### config.mk
export PLATFORM = sky130hd
export DESIGN_NAME = ext_in_buffer
export DESIGN_NICKNAME = d
export VERILOG_FILES = /design/src/rtl/ext_in_pkg.sv /design/src/rtl/ext_in_mem.sv /design/src/rtl/ext_in_buffer.sv
export SDC_FILE = /design/constraint.sdc
export NUM_CORES = 1
export LEC_CHECK = 0
export BUFFER_PORTS_ARGS = -buffer_cell sky130_fd_sc_hd__clkbuf_2
export CAP_MARGIN = 10
export CORE_ASPECT_RATIO = 1.1
export CORE_MARGIN = 2
export CORE_UTILIZATION = 40
export CTS_CLUSTER_DIAMETER = 80
export DETAILED_ROUTE_END_ITERATION = 10
export GPL_TIMING_DRIVEN = 0
export SETUP_SLACK_MARGIN = 0.4
export SKIP_CTS_REPAIR_TIMING = 1
export SYNTH_ARGS = -nofsm -noshare
export SYNTH_HDL_FRONTEND = slang
export SYNTH_SLANG_ARGS = --single-unit
### constraint.sdc
create_clock -name clk -period 4.75 [get_ports clk]
set_input_delay 0.475 -clock clk [delete_from_list [all_inputs] [get_ports clk]]
set_output_delay 0.475 -clock clk [all_outputs]
set_load 0.01 [all_outputs]
### src/rtl/ext_in_pkg.sv
// Shared defaults, word type and pointer-width helper for the external input buffer.
package ext_in_pkg;
  localparam int DATA_WIDTH_DEFAULT = 16;
  localparam int DEPTH_DEFAULT      = 4;

  typedef logic [DATA_WIDTH_DEFAULT-1:0] word_t;

  function automatic int ptr_w(input int depth);
    return $clog2(depth);
  endfunction
endpackage

### src/rtl/ext_in_mem.sv
// FIFO storage: one write port, one asynchronous read port, no reset on the array.
module ext_in_mem
  import ext_in_pkg::*;
#(
  parameter int DATA_WIDTH = DATA_WIDTH_DEFAULT,
  parameter int DEPTH      = DEPTH_DEFAULT,
  parameter int AW         = ptr_w(DEPTH)
) (
  input  logic                  clk,
  input  logic                  wr_en,
  input  logic [AW-1:0]         wr_addr,
  input  logic [DATA_WIDTH-1:0] wr_data,
  input  logic [AW-1:0]         rd_addr,
  output logic [DATA_WIDTH-1:0] rd_data
);
  logic [DEPTH-1:0][DATA_WIDTH-1:0] mem;

  for (genvar g = 0; g < DEPTH; g++) begin : g_entry
    always_ff @(posedge clk)
      if (wr_en && wr_addr == AW'(g)) mem[g] <= wr_data;
  end

  assign rd_data = mem[rd_addr];
endmodule

### src/rtl/ext_in_buffer.sv
// External input-port FIFO feeding the B-mux in_1 leg with a registered popped word.
// Optional sticky underflow flag and zero-on-underflow behaviour under EXT_IN_UNDERFLOW_EN.
module ext_in_buffer
  import ext_in_pkg::*;
#(
  parameter int DATA_WIDTH = DATA_WIDTH_DEFAULT,
  parameter int DEPTH      = DEPTH_DEFAULT
) (
  input  logic                         clk,
  input  logic                         reset,
  input  logic [DATA_WIDTH-1:0]        ext_data,
  input  logic                         ext_valid,
  output logic                         ext_ready,
  input  logic                         read_en,
  output logic [DATA_WIDTH-1:0]        ext_in,
  output logic                         ext_empty,
  output logic                         ext_full,
`ifdef EXT_IN_UNDERFLOW_EN
  output logic                         ext_underflow,
`endif
  output logic [$clog2(DEPTH+1)-1:0]   ext_count
);
  localparam int PW = ptr_w(DEPTH);
  localparam int CW = $clog2(DEPTH+1);

  logic [PW-1:0]         wr_ptr, rd_ptr;
  logic [CW-1:0]         count_nxt;
  logic [DATA_WIDTH-1:0] head;
  logic                  push, pop;

  // Ready comes from registered full, so a same-cycle pop never opens a slot.
  assign ext_ready = !ext_full;
  assign push      = ext_valid && ext_ready;
  assign pop       = read_en && !ext_empty;

  always_comb begin
    count_nxt = ext_count;
    case ({push, pop})
      2'b10:   count_nxt = ext_count + CW'(1);
      2'b01:   count_nxt = ext_count - CW'(1);
      default: count_nxt = ext_count;
    endcase
  end

  ext_in_mem #(.DATA_WIDTH(DATA_WIDTH), .DEPTH(DEPTH), .AW(PW)) u_mem (
    .clk    (clk),
    .wr_en  (push),
    .wr_addr(wr_ptr),
    .wr_data(ext_data),
    .rd_addr(rd_ptr),
    .rd_data(head)
  );

  always_ff @(posedge clk or posedge reset) begin
    if (reset) begin
      wr_ptr    <= '0;
      rd_ptr    <= '0;
      ext_count <= '0;
      ext_empty <= 1'b1;
      ext_full  <= 1'b0;
    end else begin
      // DEPTH is a power of two, so natural overflow is the modulo wrap.
      if (push) wr_ptr <= wr_ptr + PW'(1);
      if (pop)  rd_ptr <= rd_ptr + PW'(1);
      ext_count <= count_nxt;
      ext_empty <= (count_nxt == '0);
      ext_full  <= (count_nxt == CW'(DEPTH));
    end
  end

`ifdef EXT_IN_UNDERFLOW_EN
  always_ff @(posedge clk or posedge reset) begin
    if (reset) begin
      ext_in        <= '0;
      ext_underflow <= 1'b0;
    end else if (pop) begin
      ext_in <= head;
    end else if (read_en) begin
      ext_in        <= '0;
      ext_underflow <= 1'b1;
    end
  end
`else
  always_ff @(posedge clk or posedge reset) begin
    if (reset)    ext_in <= '0;
    else if (pop) ext_in <= head;
  end
`endif
endmodule

==> results.txt <==
----------------------------------------------------
[Setup path]
  CP startpoint kind ... flip-flop
  Required time at the worst-slack endpoint ... between 4000 and 5000 ps
  Category of the most critical setup path ... reg2reg
  Worst setup EP type ... flip-flop
  Worst Reg2Reg Path Length in Cells ... 8
  Data arrival at the endpoint of the critical path ... 2460 ps
  Largest driver fanout on the critical path ... 9

[STA]
  Actual transition at the worst max-transition pin ... 963 ps
  Setup repair after global routing missed its margin ... false
  Final min period ... around 2200 ps
  Final setup fails ... 0
  Clock Skew ... 11.6 ps
  Final count of hold timing violations ... 0
  Total Neg Setup Slack ... 0 ps
  Achievable Freq ... ~0.45 GHz
  Ratio of final minimum period to clock period ... 46.8%
  Remaining max-slew budget at the tightest pin ... a little over a third
  Count of final max-slew check failures ... 0

[Global routing]
  Global-route wire length before repair ... 9.85 mm
  Number of antenna violations at the first check in global routing ... 0
  Via count of the first global-routing pass ... approximately 1,800
  GRT Overall Usage ... 14.4%
  GR Overflow Total ... 0
  Pin count of the biggest net entering global routing ... 26

[Detailed routing]
  Drt drc ... 0
  Met2 routed wirelength ... 3.24 mm
  Drt wl/cell ... 17.0 µm
  Detailed-route vias per instance ... a little under 5
  Top layer reached by signal wires ... met4
  Number of antenna-violating nets in the routed design ... 0
  Detailed router's first-iteration violation count ... 81
  Wire length the detailed router placed on met1 ... 2.90 mm
  First-pass detailed-route iteration total ... 4
  Total Routed Length ... about 6.4 mm
  Detailed route wirelength on metal3 ... 174 µm
  Total via count after detailed routing ... approximately 1,800

[Job]
  Max capacitance violation total ... 0

[Place]
  Post-detailed-placement half-perimeter wirelength ... roughly 3.8 mm
  Final weighted congestion in routability-driven placement ... between 0.7 and 0.8
  Port Buffer Count ... between 40 and 50
  Cell count after placement ... roughly 360

[Power and ir drop]
  Static power due to leakage ... 1.63 nW
  Pwr dens ... 593 nW/µm²
  Maximum VDD drop ... 0.161 mV

[Floorplan]
  DIE WIDTH ... 93.7 µm
  Initial cell density of the core ... 40.5%
  Number of placement rows ... 36
  DIE HEIGHT ... 103 µm
  DIE AREA ... around 9600 µm²
  Total core area ... 8740 µm²
  I/O pin count ... 42

[Logic synthesis]
  Post-synthesis instance area ... 3540 µm²
  Count of state elements after synthesis ... 89
  Sequential cell area fraction in the yosys report ... 72.0%
  Mean area per synthesized cell ... 17.4 µm²
  Instance count of the mapped netlist ... between 200 and 250
  Post-Synthesis Net Count ... 229
  Synth unique cells ... 31
  Leading cell types by total area after synthesis ... sky130_fd_sc_hd__edfxtp_1, sky130_fd_sc_hd__dfrtp_1, sky130_fd_sc_hd__mux2i_1
  Count of warnings emitted by yosys ... 0
  Largest area contributor in the netlist ... sky130_fd_sc_hd__edfxtp_1
  Fraction of synthesized cell area taken by the top area cell type ... 54.3%

[Finish]
  Share of post-route cells with drive strength above 1 ... around 31%
  Number of diodes added for antenna fixing ... 0
  Layout-stage area growth over the synthesis result ... 15.9%
  # fillers ... between 700 and 800
  Non-filler instance count after layout ... 375
  Number of nets in the final layout ... 282

[CTS]
  Worst-case clock buffer depth ... 2
  Clock tree root buffer cell ... sky130_fd_sc_hd__clkbuf_8
  Register clock-pin slew on the reported worst setup and hold paths ... 80 ps
  Number of buffers added by the clock tree synthesis step ... 9
  Clk sink count ... just under 90
  Maximum level of the CTS H-tree ... 3
  Insertion delay to the later sink of the worst-skew pair ... 360 ps
  Clock tree from TritonCTS ... built

[Min path]
  Min-Delay Path Class ... in2async

[Run status]
  Outcome ... complete, no violations

----------------------------------------------------
## sequential cells by signal (all words and copies together) (netlist names)
| register | count |
|---|---|
| rd_ptr | 2 |
| ext_in | 16 |
| u_mem.mem | 64 |
| ext_empty | 1 |
| ext_full | 1 |
| ext_count | 3 |
| wr_ptr | 2 |
## metrics by stage
| stage | hold WS [ps] | total power [mW] | worst slack (ps) | util (%) | instance area (µm²) |
|---|---|---|---|---|---|
| after global placement | 473 | 1.95 | 2370 | 44.5 | 3890 |
| after CTS | 323 | 2.46 | 2510 | 46.6 | 4080 |
| after detailed placement | 480 | 1.96 | 2360 | 44.5 | 3890 |
| final | 162 | 2.43 | 2530 | 47.0 | 4100 |
| after global routing | 183 | 2.58 | 2390 | 47.0 | 4100 |
| after floorplan | 502 | 1.71 | 2580 | - | 3540 |
## layout by cell type, fill, tap and decap left out, types with 2 or more instances in the layout
master	count
sky130_fd_sc_hd__mux2i_1	32
sky130_fd_sc_hd__ha_1	5
sky130_fd_sc_hd__and2_1	4
sky130_fd_sc_hd__buf_6	4
sky130_fd_sc_hd__nand2_1	19
sky130_fd_sc_hd__clkinv_2	2
sky130_fd_sc_hd__o221ai_2	10
sky130_fd_sc_hd__nand2b_4	2
sky130_fd_sc_hd__edfxtp_1	64
sky130_fd_sc_hd__nor3_1	2
sky130_fd_sc_hd__buf_4	3
sky130_fd_sc_hd__o221ai_1	6
sky130_fd_sc_hd__dfrtp_1	24
sky130_fd_sc_hd__clkbuf_2	41
sky130_fd_sc_hd__inv_1	5
sky130_fd_sc_hd__clkbuf_1	5
sky130_fd_sc_hd__xnor2_1	4
sky130_fd_sc_hd__clkbuf_8	9
## synthesized netlist by cell type
master	n
sky130_fd_sc_hd__nand2b_4	2
sky130_fd_sc_hd__xnor2_2	1
sky130_fd_sc_hd__mux2i_1	32
sky130_fd_sc_hd__or2_1	1
sky130_fd_sc_hd__buf_6	4
sky130_fd_sc_hd__dfrtp_1	24
sky130_fd_sc_hd__nand2_1	19
sky130_fd_sc_hd__and2_1	4
sky130_fd_sc_hd__a21oi_1	1
sky130_fd_sc_hd__buf_4	3
sky130_fd_sc_hd__buf_2	1
sky130_fd_sc_hd__nor3_1	2
sky130_fd_sc_hd__clkinv_8	1
sky130_fd_sc_hd__o221ai_2	10
sky130_fd_sc_hd__ha_1	5
sky130_fd_sc_hd__o21a_1	1
sky130_fd_sc_hd__o21ai_0	1
sky130_fd_sc_hd__clkbuf_1	3
sky130_fd_sc_hd__edfxtp_1	64
sky130_fd_sc_hd__nor3b_1	1
sky130_fd_sc_hd__nand2_4	1
sky130_fd_sc_hd__nor4bb_1	1
sky130_fd_sc_hd__nor2b_1	1
sky130_fd_sc_hd__xnor2_1	4
sky130_fd_sc_hd__inv_1	5
sky130_fd_sc_hd__mux2_2	1
sky130_fd_sc_hd__fa_1	1
sky130_fd_sc_hd__o221ai_1	6
sky130_fd_sc_hd__dfstp_2	1
sky130_fd_sc_hd__a31o_1	1
sky130_fd_sc_hd__nor2_1	1
## per-layer routing
layer | GRT usage [%] | up-vias
met3 | 3.07 | 8
met2 | 22.7 | 32
met4 | 7.36 | 0
li1 | - | 865
met5 | 0 | -
met1 | 18.8 | 909
## worst paths after layout
kind / start / end / slack [ps]
min in group clk: ext_data[11] / u_mem.mem[27] / 330
min: reset / ext_in[0] / 160
max: ext_empty / ext_count[2] / 2530
min reg2reg: ext_in[14] / ext_in[14] / 500
max reg2reg: ext_empty / ext_count[2] / 2530
max in group asynchronous: reset / ext_in[11] / 4100
## power by group
part           internal (mW)  leakage [nW]  switching, mW
clock                  0.243        0.0933          0.255
sequential              1.05         0.890         0.0976
combinational          0.340         0.646          0.444
## cell type report
| class | instances | area [µm²] | area share [%] |
|---|---|---|---|
| Timing Repair Buffer | 42 | 233 | 5.67 |
| Clock buffer | 11 | 131 | 3.20 |
| Sequential cell | 89 | 2550 | 62.1 |
| Clock inverter | 5 | 56.3 | 1.37 |
| Inverter | 6 | 35.0 | 0.854 |
| Buffer | 11 | 83.8 | 2.04 |
| Tap cell | 114 | 143 | 3.48 |
| Multi-Input combinational cell | 97 | 873 | 21.3 |
## worst max-delay path, stage by stage (launching register included)
cell and delay (ps):
sky130_fd_sc_hd__dfstp_2 530, sky130_fd_sc_hd__nand2b_4 110, sky130_fd_sc_hd__buf_6 160, sky130_fd_sc_hd__clkinv_8 70
sky130_fd_sc_hd__ha_1 230, sky130_fd_sc_hd__fa_1 420, sky130_fd_sc_hd__xnor2_2 170, sky130_fd_sc_hd__o21a_1 190
sky130_fd_sc_hd__or2_1 230
## kinds of logic after synthesis
family | count (synthesis) | synth area share [%]
and+or+nand+nor | 33 | 5.05
buffers and inverters | 17 | 3.36
adders and majority gates | 6 | 2.33
xor gates and xnor gates | 5 | 1.45
DFF | 89 | 72.0
AOI/OAI and AO/OA | 20 | 6.47
muxes | 33 | 9.36
(Power assumes the default switching activity.)
